===== src/rtl/bit_gather_packer_pkg.sv =====
// Shared types and helpers for the bit gather packer: FSM states,
// words-per-snapshot computation and drop counter width.
package bit_gather_packer_pkg;

  typedef enum logic [0:0] {
    IDLE = 1'b0,
    SEND = 1'b1
  } state_t;

  localparam int DROP_W = 8;

  function automatic int calc_nwords(input int nbits, input int word_w);
    return (nbits + word_w - 1) / word_w;
  endfunction

endpackage


===== src/rtl/bit_gather_word_sel.sv =====
// Combinational word selector: returns word idx of the snapshot, with bit
// positions beyond NBITS reading as zero.
module bit_gather_word_sel
  import bit_gather_packer_pkg::*;
#(
  parameter int NBITS  = 200,
  parameter int WORD_W = 32,
  parameter int IDX_W  = 3
) (
  input  logic [NBITS-1:0]  snap,
  input  logic [IDX_W-1:0]  idx,
  output logic [WORD_W-1:0] word
);

  // Padding covers every encodable index, so no slice can leave the vector.
  localparam int PAD_W = (2 ** IDX_W) * WORD_W;

  logic [PAD_W-1:0] padded_s;

  // Zero-extend the snapshot and pick the addressed word.
  always_comb begin
    padded_s = '0;
    padded_s[NBITS-1:0] = snap;
    word = padded_s[int'(idx) * WORD_W +: WORD_W];
  end

endmodule


===== src/rtl/bit_gather_packer.sv =====
// Snapshots NBITS scalar bits on i_capture and streams them as WORD_W words
// over valid/ready. Optional o_parity output under BIT_GATHER_PACKER_PARITY_EN.
module bit_gather_packer
  import bit_gather_packer_pkg::*;
#(
  parameter int NBITS  = 200,
  parameter int WORD_W = 32,
  localparam int NWORDS = calc_nwords(NBITS, WORD_W),
  localparam int IDX_W  = (NWORDS > 1) ? $clog2(NWORDS) : 1
) (
  input  logic              clk,
  input  logic              rst,
  input  logic [NBITS-1:0]  i_bits,
  input  logic              i_capture,
  output logic              o_busy,
  output logic [WORD_W-1:0] o_data,
  output logic              o_valid,
  input  logic              i_ready,
  output logic              o_last,
  output logic [IDX_W-1:0]  o_index,
  output logic [DROP_W-1:0] o_drop_cnt
`ifdef BIT_GATHER_PACKER_PARITY_EN
  ,
  output logic              o_parity
`endif
);

  localparam logic [IDX_W-1:0]  LAST_IDX = IDX_W'(NWORDS - 1);
  localparam logic [DROP_W-1:0] DROP_MAX = {DROP_W{1'b1}};

  state_t              state_r, state_s;
  logic [NBITS-1:0]    snap_r;
  logic [IDX_W-1:0]    idx_r, idx_s;
  logic [DROP_W-1:0]   drop_cnt_r;
  logic                load_s;
  logic                drop_inc_s;
  logic                xfer_s;
  logic [WORD_W-1:0]   word_s;

  // Next-state, index advance, snapshot load and drop decisions.
  always_comb begin
    state_s    = state_r;
    idx_s      = idx_r;
    load_s     = 1'b0;
    drop_inc_s = 1'b0;
    xfer_s     = (state_r == SEND) && i_ready;
    case (state_r)
      IDLE: begin
        if (i_capture) begin
          load_s  = 1'b1;
          idx_s   = '0;
          state_s = SEND;
        end else begin
          state_s = IDLE;
        end
      end
      SEND: begin
        if (xfer_s && (idx_r == LAST_IDX)) begin
          // A capture on the final handshake chains straight into a new snapshot.
          if (i_capture) begin
            load_s  = 1'b1;
            idx_s   = '0;
            state_s = SEND;
          end else begin
            idx_s   = '0;
            state_s = IDLE;
          end
        end else begin
          if (xfer_s) begin
            idx_s = idx_r + IDX_W'(1);
          end else begin
            idx_s = idx_r;
          end
          drop_inc_s = i_capture;
        end
      end
      default: begin
        state_s = IDLE;
        idx_s   = '0;
      end
    endcase
  end

  // State, snapshot, index and saturating drop counter registers.
  always_ff @(posedge clk or posedge rst) begin
    if (rst) begin
      state_r    <= IDLE;
      snap_r     <= '0;
      idx_r      <= '0;
      drop_cnt_r <= '0;
    end else begin
      state_r <= state_s;
      idx_r   <= idx_s;
      if (load_s) begin
        snap_r <= i_bits;
      end
      if (drop_inc_s && (drop_cnt_r != DROP_MAX)) begin
        drop_cnt_r <= drop_cnt_r + DROP_W'(1);
      end
    end
  end

  bit_gather_word_sel #(
    .NBITS  (NBITS),
    .WORD_W (WORD_W),
    .IDX_W  (IDX_W)
  ) u_word_sel (
    .snap (snap_r),
    .idx  (idx_r),
    .word (word_s)
  );

  assign o_valid    = (state_r == SEND);
  assign o_busy     = (state_r == SEND);
  assign o_last     = (state_r == SEND) && (idx_r == LAST_IDX);
  assign o_index    = idx_r;
  assign o_data     = word_s;
  assign o_drop_cnt = drop_cnt_r;

`ifdef BIT_GATHER_PACKER_PARITY_EN
  function automatic logic calc_parity(input logic [WORD_W-1:0] w);
    return ^w;
  endfunction

  assign o_parity = calc_parity(word_s);
`endif

endmodule


===== config.mk =====
export PLATFORM = sky130hd
export DESIGN_NAME = bit_gather_packer
export DESIGN_NICKNAME = d
export VERILOG_FILES = /design/src/rtl/bit_gather_packer_pkg.sv /design/src/rtl/bit_gather_word_sel.sv /design/src/rtl/bit_gather_packer.sv
export SDC_FILE = /design/constraint.sdc
export NUM_CORES = 1
export LEC_CHECK = 0
export ABC_AREA = 1
export CORE_ASPECT_RATIO = 0.6
export CORE_MARGIN = 5
export CORE_UTILIZATION = 50
export CTS_CLUSTER_SIZE = 8
export DETAILED_ROUTE_END_ITERATION = 7
export DONT_BUFFER_PORTS = 1
export PLACE_DENSITY_LB_ADDON = 0.3
export SYNTH_ARGS = -nofsm -noshare
export SYNTH_HDL_FRONTEND = slang
export SYNTH_SLANG_ARGS = --single-unit

===== constraint.sdc =====
create_clock -name clk -period 16.6 [get_ports clk]
set_clock_uncertainty 0.1 [all_clocks]
set_input_delay 3.32 -clock clk [delete_from_list [all_inputs] [get_ports clk]]
set_output_delay 3.32 -clock clk [all_outputs]
set_load 0.01 [all_outputs]

Yosys cells after proc, flatten, opt, wreduce, memory -nomap -nowiden

Index checks and enable logic that the tools add are counted.

Bitwise gates (word level): 1
Reductions and logical operators: 5
$add $sub $neg: 2
Mux-type cells: 11
Shift operators: 1
Equality and inequality tests: 4

Operators by type and width:

| kind                  | count |
|---|---|
| $shiftx A256 B9 Y32   | 1 |
| $mux W3               | 3 |
| $add A8 B1 Y8 const B | 1 |
| $ne A8 B8 Y1 const B  | 1 |
| $pmux W3 S2           | 1 |
| $mux W1               | 5 |
| $logic_and A1 B1 Y1   | 4 |
| $pmux W1 S2           | 2 |
| $add A3 B1 Y3 const B | 1 |
| $eq A3 B3 Y1 const B  | 1 |
| $ne A3 B1 Y1 const B  | 1 |
| $ne A2 B2 Y1 const B  | 1 |
| $reduce_and A2 Y1     | 1 |
| $not A1 Y1            | 1 |

Flip-flop bits (word level): 212
Logic and storage cells: 28
Input port bits: 204
Output and inout port bits: 46

Depth between registers and ports, before layout

Gate-level depths: netlist (run 1).

Depth after elaboration: 5
Mapped depth: 11
Depth with buffers taken out: 8

Hierarchy

A second synthesis (run 1) with hierarchy kept.

Cell total of the unflattened synthesis: 1523
Area total of the unflattened synthesis: 11154.4 sq um

Modules (own cells, without submodules):

| module              | sequential area each (sq um) | cells an instance | times used | area each (sq um) |
|---|---|---|---|---|
| bit_gather_packer   | 5305.1                       | 964               | 1          | 8758.4 |
| bit_gather_word_sel | 0.0                          | 559               | 1          | 2396.0 |

Least setup slack after synthesis (run 1)

OpenSTA, ideal clock, no wires.

Path kind: reg2out
Start point: reg idx_r[0], in the netlist o_index[0]
End point: out o_last
Data arrival time: 1.328 ns
Stages on the path, launching flop included: 7
Path buffers: 2
Setup slack: 11.852 ns
Path through: dfrtp_1 inv_2 buf_2 buf_2 ha_1 nand2_1 nor2_1

Cells in the longest elaborated chain, start to end: 2

RTL lines:

| element                | line                     | source |
|---|---|---|
| start, declared        | bit_gather_packer.sv:33  | `logic [IDX_W-1:0] idx_r, idx_s;` |
| start signal, assigned | bit_gather_packer.sv:93  | `idx_r <= idx_s;` |
| $eq A3 B3 Y1           | bit_gather_packer.sv:115 | `assign o_last = (state_r == SEND) && (idx_r == LAST_IDX);` |
| $logic_and A1 B1 Y1    | bit_gather_packer.sv:115 |  |
| end, declared          | bit_gather_packer.sv:19  | `output logic o_last,` |

No other way between the ends.

Worst setup path after layout (run 1)

Start point: reg idx_r[1], in the netlist o_index[1]
End point: out o_data[5]

Cells in the longest elaborated chain, start to end: 1

RTL lines:

| element             | line                      | source |
|---|---|---|
| $shiftx A256 B9 Y32 | bit_gather_word_sel.sv:24 | `word = padded_s[int'(idx) * WORD_W +: WORD_W];` |
| end, declared       | bit_gather_packer.sv:16   | `output logic [WORD_W-1:0] o_data,` |

No other way between the ends.

==> implementation parameters, run 1 <==
Parameter                              Value

Detailed routing
  Total wire length ... 30,500 um
  Post-detailed-route wirelength per cell ... 19.4 um
  Number of design-rule violations left by the first detailed-router iteration ... 741
  Post-DR vias/cell ... 5.48
  Number of DRC violations after detailed routing ... 0
  Via count ... 8,598
  ANT nets after route ... 0
  DRT Pass-1 Iters ... 5

Timing
  RSZ-0062 raised after global routing ... false
  Minimum period implied by the final worst setup slack ... 6510 ps
  Least setup slack across all paths after layout ... 10,090 ps
  Final Max Slew Viols ... 0
  Final Setup Violations ... 0
  Final count of hold timing violations ... 0
  Transition time at the pin with the least slew margin ... 1060 ps
  Remaining max-slew budget at the tightest pin ... 29.1%
  Fin Hold WS ... 366 ps
  Maximum operating frequency ... 0.154 GHz
  Total Neg Setup Slack ... 0 ps
  Period utilization ... 39.2%

Finish
  P&R area growth vs syn ... 6.75%
  Final std cells w/o fill ... 1,568
  Flip-flop and latch area ... 5310 um^2
  Share of cells above drive strength 1 ... 8.62%
  Post-layout utilization of the core ... 54.0%
  Net count reported at finish ... 1,494
  Fillers ... 1,973
  Area of the multi-input gates ... 4430 um^2
  Final std cell area, no fill ... 11,300 um^2

Floorplan
  Die extent in y ... 123 um
  Standard-cell rows ... 41
  Horiz. Die Dim ... 198 um
  Initial core utilization ... 50.6%
  Die area ... 24,300 um^2
  Top-level port count ... 250
  Floorplan Core Area ... 20,900 um^2

Global routing
  M2 GR Usage ... 36.2%
  Met1 global-route usage ... 36.0%
  Met3 global-route usage ... 8.61%
  GRT overflow ... 0
  Global-route usage over all layers ... 24.8%
  Vias in the first global route ... 8,278
  Busiest layer in global routing ... met2
  Wire length of the first global-routing pass ... 47,300 um
  Number of antenna violations at the first check in global routing ... 3
  Pin count of the biggest net entering global routing ... 139

Pwr
  Power density cells ... 207 nW/um^2
  Static leakage ... 5.85 nW
  Post-layout total power ... 2.34 mW
  VDD IR-drop max ... 0.124 mV

Synthesis
  Syn avg cell area ... 7.89 um^2
  Largest cells by area after synthesis ... sky130_fd_sc_hd__dfrtp_1, sky130_fd_sc_hd__nand2_1, sky130_fd_sc_hd__nand3_1
  Distinct cell type count of the synthesized netlist ... 27
  Post-synthesis instance area ... 10,600 um^2
  Total of flip-flops plus latches after synthesis ... 212
  Yosys warning total ... 0
  Sequential-to-total area share from yosys stat ... 50.1%
  Number of cells produced by synthesis ... 1,341
  Cell taking the most area after synthesis ... sky130_fd_sc_hd__dfrtp_1
  Net count after synthesis ... 1,548
  Area share of the largest cell type after synthesis ... 50.1%

Clocking
  Clock root buffer master ... sky130_fd_sc_hd__clkbuf_16
  Clock tree sinks ... 212
  Clock H-tree levels ... 1
  Clock transition time at the flip-flop clock pins of the worst setup and hold paths ... 50 ps
  Number of hold buffers added after cts ... 0
  Skew-Pair Late Insertion Delay ... 530 ps
  Setup fix buffers added after clock tree synthesis ... 0
  Maximum number of buffers from clock root to sink ... 3
  CTS tree ... yes
  Cells resized by post-CTS repair ... 0
  CTS buffer count ... 30

Job
  Max-cap violation count ... 0

Setup path
  Depth of the worst register-to-register path ... 10
  Cell chain of the critical path ... buf_4 -> inv_1 -> nor3_2 -> nand2_1 -> nand2_1 -> inv_1 -> nand2_1
  Critical path fanouts, max ... 67
  FF-to-FF End ... snap_r[110]$_DFFE_PP0P_
  Type of element capturing the critical path ... output port
  Worst r2r src ... o_index[0]$_DFFE_PP0P_
  Flop-to-flop setup slack ... 11,230 ps
  Cell type of the slowest stage on the worst timing path ... sky130_fd_sc_hd__nor3_2
  Startpoint-to-endpoint class of the critical path ... reg2out
  CP most frequent cell ... sky130_fd_sc_hd__nand2_1
  Worst EP required ... 13,180 ps
  Critical path's largest stage delay ... 680 ps
  Worst setup SP type ... flip-flop
  Arrival time at the worst endpoint ... 3090 ps

Placement
  Total cell area at the placement stage ... 10,500 um^2
  Post-Place Setup Slack ... 9810 ps
  GPL Wtd Cong ... 0.862
  Dpl hpwl ... 20,300 um
  Buffers added on ports ... 0
  Count of placed standard cells including taps ... 1,534

Min path
  Number of cells on the worst hold path ... 2
  Hold Path Sink ... snap_r[91]$_DFFE_PP0P_
  Kind of path behind the tightest hold check ... reg2reg
  Worst hold path startpoint ... snap_r[91]$_DFFE_PP0P_

Status
  Result of the run ... complete, no violations
[cell usage after synthesis]
cell	number
sky130_fd_sc_hd__nand2_1	521
sky130_fd_sc_hd__dfrtp_1	212
sky130_fd_sc_hd__nand3_1	140
sky130_fd_sc_hd__nor2_1	109
sky130_fd_sc_hd__inv_1	85
sky130_fd_sc_hd__o211ai_1	65
sky130_fd_sc_hd__a21oi_2	60
sky130_fd_sc_hd__buf_2	58
sky130_fd_sc_hd__o21ai_0	24
sky130_fd_sc_hd__buf_6	13
sky130_fd_sc_hd__clkbuf_1	12
sky130_fd_sc_hd__buf_1	7
sky130_fd_sc_hd__a21oi_1	5
sky130_fd_sc_hd__o21ai_1	5
sky130_fd_sc_hd__buf_4	4
sky130_fd_sc_hd__o21a_1	4
sky130_fd_sc_hd__ha_1	3
sky130_fd_sc_hd__inv_2	2
sky130_fd_sc_hd__nand2_2	2
sky130_fd_sc_hd__xnor2_1	2
sky130_fd_sc_hd__xor2_1	2
sky130_fd_sc_hd__nand3_2	1
sky130_fd_sc_hd__nand3b_1	1
sky130_fd_sc_hd__nand4_1	1
sky130_fd_sc_hd__nor2_2	1
sky130_fd_sc_hd__nor2_4	1
sky130_fd_sc_hd__nor3_2	1
[kinds of logic (layout without fill, tap and decap cells)]
logic type	Yosys count	count (layout)	synth area share, %
buf+inv	181	128	8.17
compound gates	163	163	11.5
simple gates	778	778	29.6
fa+ha+maj	3	3	0.355
xor+xnor	4	4	0.331
flops	212	212	50.1
other cells	0	1	0
[state kept, by name (all words and copies together) (netlist names)]
signal,count
snap_r,200
o_drop_cnt,8
o_index,3
o_busy,1
[critical path: cells and delay by family (launching register included)]
kind	cells	cell delay, ps
flip-flops	1	380
buffers and inverters	3	1160
AND/OR/NAND/NOR	4	1000
[worst max path at each step]
stage                                 from                 endpoint  slack, ps  cells after the start
floorplan                              rst         o_busy$_DFF_PP0_       7390                      1
global placement                   i_ready  snap_r[100]$_DFFE_PP0P_       9940                      7
detailed placement                 i_ready  snap_r[110]$_DFFE_PP0P_       9810                      7
CTS                 o_index[1]$_DFFE_PP0P_                o_data[5]      10100                      7
global route        o_index[1]$_DFFE_PP0P_                o_data[6]       9840                      7
finish              o_index[1]$_DFFE_PP0P_                o_data[5]      10090                      7
[routing by layer]
| layer | vias up | wire (um) |
|---|---|---|
| met5 | - | 42 |
| met4 | 6 | 610 |
| met2 | 280 | 13000 |
| met1 | 4117 | 13800 |
| li1 | 4147 | - |
| met3 | 48 | 3020 |
[cells in the final DEF, fill, tap and decap left out, drive strengths merged, types with 3 or more instances in the layout]
master	n
o21ai	29
nand3	141
nand2	523
dfrtp	212
clkbuf	32
a21oi	65
ha	3
buf	8
o211ai	65
o21a	4
inv	87
nor2	111
[area by class of cell]
cell class / instances / share of cell area, %
multi-input combinational: 948 / 39.2
timing repair buffer: 8 / 0.532
clock inverter: 1 / 0.266
sequential: 212 / 47.0
antenna: 1 / 0.0221
clock buffer: 32 / 6.90
inverter: 87 / 2.96
tap: 279 / 3.09
[power by group]
part           internal (mW)  switching (mW)
clock                  0.340           0.210
sequential             0.775           0.148
combinational          0.267           0.597
total                   1.38           0.956
(Power assumes the default switching activity.)
==> run 2: changes to the inputs <==
clock period = 6.62 ns   (was 16.6 ns; I/O delays follow)
==> run 2 against run 1 <==
Effect of this change: combinational power increased by 150%; die area unchanged; non-clock buffer count decreased by 1; flip-flop and latch count unchanged; utilization increased by 0.084 points; clock power increased to 2.5 times the previous value.
==> implementation parameters, run 2 (same netlist as run 1, synthesis figures left out) <==
Parameter                              Value

Status
  Result of the run ... complete, no violations

Setup path
  Critical path's largest stage delay ... 720 ps
  Worst r2r src ... o_index[1]$_DFFE_PP0P_
  Startpoint-to-endpoint class of the critical path ... reg2out
  Critical path fanouts, max ... 41
  Worst EP required ... 5200 ps
  Type of element capturing the critical path ... output port
  Launching element of the worst setup path ... o_index[1]$_DFFE_PP0P_
  Cell type of the slowest stage on the worst timing path ... sky130_fd_sc_hd__dfrtp_2
  Arrival time at the worst endpoint ... 3270 ps
  Cell chain of the critical path ... buf_4 -> inv_1 -> nor3_2 -> nand2_1 -> nand2_1 -> inv_1 -> nand2_1
  Worst setup SP type ... flip-flop
  CP most frequent cell ... sky130_fd_sc_hd__nand2_1

Pwr
  Power density cells ... 517 nW/um^2
  VDD IR-drop max ... 0.258 mV
  Post-layout total power ... 5.85 mW
  Static leakage ... 5.85 nW

Detailed routing
  Via count ... 8,585
  Total wire length ... 30,100 um
  ANT nets after route ... 0
  Post-detailed-route wirelength per cell ... 19.2 um
  Post-DR vias/cell ... 5.48
  Number of DRC violations after detailed routing ... 0
  Number of design-rule violations left by the first detailed-router iteration ... 617
  DRT Pass-1 Iters ... 5

Placement
  Total cell area at the placement stage ... 10,500 um^2
  Count of placed standard cells including taps ... 1,533
  Buffers added on ports ... 0
  GPL Wtd Cong ... 0.836
  Dpl hpwl ... 20,200 um

Timing
  Maximum operating frequency ... 0.213 GHz
  Fin Hold WS ... 366 ps
  Remaining max-slew budget at the tightest pin ... 30.5%
  Minimum period implied by the final worst setup slack ... 4700 ps
  Final count of hold timing violations ... 0
  Total Neg Setup Slack ... 0 ps
  Final Max Slew Viols ... 0
  Period utilization ... 71.0%
  RSZ-0062 raised after global routing ... false
  Transition time at the pin with the least slew margin ... 1040 ps
  Final Setup Violations ... 0

Finish
  Final std cells w/o fill ... 1,568
  Highest-count cells in the layout ignoring fill and taps ... sky130_fd_sc_hd__nand2_1, sky130_fd_sc_hd__dfrtp_1, sky130_fd_sc_hd__nand3_1, sky130_fd_sc_hd__nor2_1, sky130_fd_sc_hd__inv_1
  Net count reported at finish ... 1,493
  Register with the most flip-flops ... snap_r
  Most common cell after layout, fill and taps aside ... sky130_fd_sc_hd__nand2_1
  Final std cell area, no fill ... 11,300 um^2
  Share of cells above drive strength 1 ... 8.54%
  Flip-flop count of the largest register after layout ... 200
  P&R area growth vs syn ... 6.91%

Floorplan
  Standard-cell rows ... 41
  Horiz. Die Dim ... 198 um
  Die extent in y ... 123 um
  Top-level port count ... 250
  Floorplan Core Area ... 20,900 um^2
  Die area ... 24,300 um^2
  Initial core utilization ... 50.6%

Clocking
  CTS buffer count ... 30
  Setup fix buffers added after clock tree synthesis ... 0
  Clock H-tree levels ... 1
  Number of hold buffers added after cts ... 0
  Clock tree sinks ... 212
  Maximum number of buffers from clock root to sink ... 3
  Clock root buffer master ... sky130_fd_sc_hd__clkbuf_16
  CTS tree ... yes
  Cells resized by post-CTS repair ... 0
  Skew-Pair Late Insertion Delay ... 540 ps
  Clock transition time at the flip-flop clock pins of the worst setup and hold paths ... 60 ps

Min path
  Kind of path behind the tightest hold check ... reg2reg
  Worst hold path startpoint ... snap_r[50]$_DFFE_PP0P_

Global routing
  Pin count of the biggest net entering global routing ... 139
  Vias in the first global route ... 8,306
  Global-route usage over all layers ... 24.4%
  GRT overflow ... 0
  Number of antenna violations at the first check in global routing ... 3
  Wire length of the first global-routing pass ... 46,900 um

Job
  Max-cap violation count ... 0
run 2: cell count changes in the layout (fill, tap and decap cells not counted), sizes merged:
cell	previous run	this run
inv	87	86
clkinvlp	0	1
clkbuf	32	33
buf	8	7
run 2: routing by layer:
layer  vias up  global-route usage (%)  part of all wire [%]
li1       4145                       -                     -
met1      4122                    36.1                    46
met2       267                    35.6                    43
met3        47                    7.60                   9.7
met4         4                    4.73                   1.9
met5         -                       0                 0.090
run 2: per-stage QoR:
step                util, %  worst slack (ps)
floorplan                 -              2440
global placement       50.2              2550
detailed placement     50.2              2530
CTS                    54.1              1950
global route           54.1              1750
finish                 54.1              1920
run 2: where the power goes:
part	internal, mW	total, mW	switching [mW]
Clock	0.853	1.38	0.528
Combinational	0.671	2.13	1.46
Sequential	1.94	2.34	0.397
run 2: final timing paths:
check	end	slack, ps	depth (start not counted)
max	o_data[5]	1920	7
min in group asynchronous	snap_r[102]$_DFFE_PP0P_	650	1
max reg2reg	snap_r[112]$_DFFE_PP0P_	2670	8
min	snap_r[50]$_DFFE_PP0P_	370	2
min reg2reg	snap_r[50]$_DFFE_PP0P_	370	2
max in group asynchronous	snap_r[152]$_DFFE_PP0P_	4430	2
run 2: critical path, delay by kind of cell (launching register included):
family,cells,cell delay (ps)
buf+inv,3,960
simple gates,4,1020
flops,1,720
run 2: layout make-up:
class | instances | area (um^2)
diodes | 1 | 2.50
clock buffers | 33 | 783
clock inverters | 1 | 30.0
fillers | 1975 | 9610
inverters | 87 | 330
multi-input cells | 948 | 4430
flip-flops and latches | 212 | 5310
well taps | 279 | 349
repair buffers | 7 | 77.6
==> run 3: changes to the inputs <==
clock period = 4.1 ns   (was 6.62 ns; I/O delays follow)
==> run 3 against run 2 <==
Effect of this change: combinational power rose by 65%; non-clock buffer count rose by 4; register-to-register slack got worse by 1600 ps; largest power group unchanged.
==> implementation parameters, run 3 (same netlist as run 1, synthesis figures left out) <==
Parameter                              Value

Clocking
  Clock H-tree levels ... 1
  Cells resized by post-CTS repair ... 0
  Skew-Pair Late Insertion Delay ... 540 ps
  CTS buffer count ... 30
  CTS tree ... yes
  Maximum number of buffers from clock root to sink ... 3
  Clock transition time at the flip-flop clock pins of the worst setup and hold paths ... 50 ps
  Clock root buffer master ... sky130_fd_sc_hd__clkbuf_16
  Clock tree sinks ... 212
  Setup fix buffers added after clock tree synthesis ... 0
  Number of hold buffers added after cts ... 0

Timing
  Final Max Slew Viols ... 0
  Fin Hold WS ... 307 ps
  Period utilization ... 93.2%
  Total Neg Setup Slack ... 0 ps
  Final count of hold timing violations ... 0
  Minimum period implied by the final worst setup slack ... 3820 ps
  Remaining max-slew budget at the tightest pin ... 39.0%
  RSZ-0062 raised after global routing ... false
  Final Setup Violations ... 0
  Transition time at the pin with the least slew margin ... 915 ps
  Maximum operating frequency ... 0.262 GHz

Placement
  Buffers added on ports ... 0
  GPL Wtd Cong ... 0.904
  Dpl hpwl ... 20,800 um
  Total cell area at the placement stage ... 10,600 um^2
  Count of placed standard cells including taps ... 1,537

Job
  Max-cap violation count ... 0

Finish
  Flip-flop count of the largest register after layout ... 200
  Highest-count cells in the layout ignoring fill and taps ... sky130_fd_sc_hd__nand2_1, sky130_fd_sc_hd__dfrtp_1, sky130_fd_sc_hd__nand3_1, sky130_fd_sc_hd__nor2_1, sky130_fd_sc_hd__inv_1
  Most common cell after layout, fill and taps aside ... sky130_fd_sc_hd__nand2_1
  Register with the most flip-flops ... snap_r
  Post-layout utilization of the core ... 54.3%
  Fillers ... 1,977
  Share of cells above drive strength 1 ... 8.82%
  P&R area growth vs syn ... 7.44%
  Final std cell area, no fill ... 11,400 um^2
  Final std cells w/o fill ... 1,572
  Net count reported at finish ... 1,497

Detailed routing
  DRT Pass-1 Iters ... 7
  Via count ... 8,662
  Post-detailed-route wirelength per cell ... 19.6 um
  ANT nets after route ... 0
  Total wire length ... 30,800 um
  Number of design-rule violations left by the first detailed-router iteration ... 619
  Post-DR vias/cell ... 5.51
  Number of DRC violations after detailed routing ... 0

Setup path
  Type of element capturing the critical path ... output port
  FF-to-FF End ... snap_r[122]$_DFFE_PP0P_
  Arrival time at the worst endpoint ... 2900 ps
  Flop-to-flop setup slack ... 1080 ps
  Critical path fanouts, max ... 35
  Worst EP required ... 3180 ps
  Capture point of the worst path ... o_data[5]
  Startpoint-to-endpoint class of the critical path ... reg2out
  Worst setup SP type ... flip-flop
  Launching element of the worst setup path ... o_index[2]$_DFFE_PP0P_
  Worst r2r src ... o_index[0]$_DFFE_PP0P_
  Depth of the worst register-to-register path ... 8

Min path
  Kind of path behind the tightest hold check ... in2async

Floorplan
  Floorplan Core Area ... 20,900 um^2
  Top-level port count ... 250
  Die area ... 24,300 um^2
  Die extent in y ... 123 um
  Standard-cell rows ... 41
  Initial core utilization ... 50.6%
  Horiz. Die Dim ... 198 um

Pwr
  Sequential share of power ... 39.6%
  Switching power ... 3.92 mW
  Internal Dissipation ... 5.63 mW
  Power share of the clock group ... 23.5%
  Power density cells ... 839 nW/um^2
  Static leakage ... 5.88 nW
  Switching share of power ... 41.0%
  VDD IR-drop max ... 0.423 mV
  Part of the power in combinational logic ... 36.9%

Global routing
  Wire length of the first global-routing pass ... 48,200 um
  Global-route usage over all layers ... 25.2%
  Number of antenna violations at the first check in global routing ... 2
  Vias in the first global route ... 8,322
  Pin count of the biggest net entering global routing ... 163
  GRT overflow ... 0

Status
  Result of the run ... complete, no violations
-- run 3: cell types whose count changed in the layout (fill, tap and decap cells not counted) --
cell	delta
sky130_fd_sc_hd__buf_12	+2
sky130_fd_sc_hd__buf_4	+2
-- run 3: through the flow --
step           power (mW)  setup slack [ps]
2_1_floorplan        6.37               424
3_3_place_gp         7.24               858
3_5_place_dp         7.34               900
4_1_cts              9.61               322
5_1_grt              10.3              80.4
6_report             9.54               280
-- run 3: cell type report --
cell class	count	area (um^2)	area share, %
antenna	1	2.50	0.0220
clock buffer	33	783	6.89
clock inverter	1	30.0	0.264
inverter	87	330	2.90
multi-input combinational	948	4430	39.0
sequential	212	5310	46.7
tap	279	349	3.07
timing repair buffer	11	133	1.17
-- run 3: worst min path at each step --
stage	start	endpoint	slack, ps	depth (start not counted)
after floorplan	snap_r[178]$_DFFE_PP0P_	snap_r[178]$_DFFE_PP0P_	340	2
after global placement	snap_r[33]$_DFFE_PP0P_	snap_r[33]$_DFFE_PP0P_	350	2
after detailed placement	snap_r[32]$_DFFE_PP0P_	snap_r[32]$_DFFE_PP0P_	350	2
after CTS	i_bits[33]	snap_r[33]$_DFFE_PP0P_	300	2
after global routing	i_bits[181]	snap_r[181]$_DFFE_PP0P_	300	2
final	rst	snap_r[108]$_DFFE_PP0P_	310	2
-- run 3: power by group through the flow --
stage | sequential, mW | combinational (mW) | clock (mW)
final | 3.78 | 3.52 | 2.24
after detailed placement | 3.79 | 3.55 | 0
after floorplan | 3.55 | 2.82 | 0
after global routing | 3.88 | 4.00 | 2.39
after CTS | 3.76 | 3.56 | 2.29
after global placement | 3.76 | 3.48 | 0
-- run 3: worst max-delay path, stage by stage, from the launching register on --
cell                      delay (ps)
sky130_fd_sc_hd__dfrtp_1         530
sky130_fd_sc_hd__inv_2           350
sky130_fd_sc_hd__nor2_4          770
sky130_fd_sc_hd__nand2_1         310
sky130_fd_sc_hd__nand2_1         170
sky130_fd_sc_hd__inv_1            70
sky130_fd_sc_hd__nand2_1         140
-- run 3: metal layers --
layer | up-vias | routed length (um) | track usage (%)
met5 | - | 7 | 0
met4 | 2 | 659 | 5.55
met3 | 53 | 3030 | 8.40
met2 | 320 | 13600 | 37.7
met1 | 4127 | 13500 | 35.8
li1 | 4160 | - | -
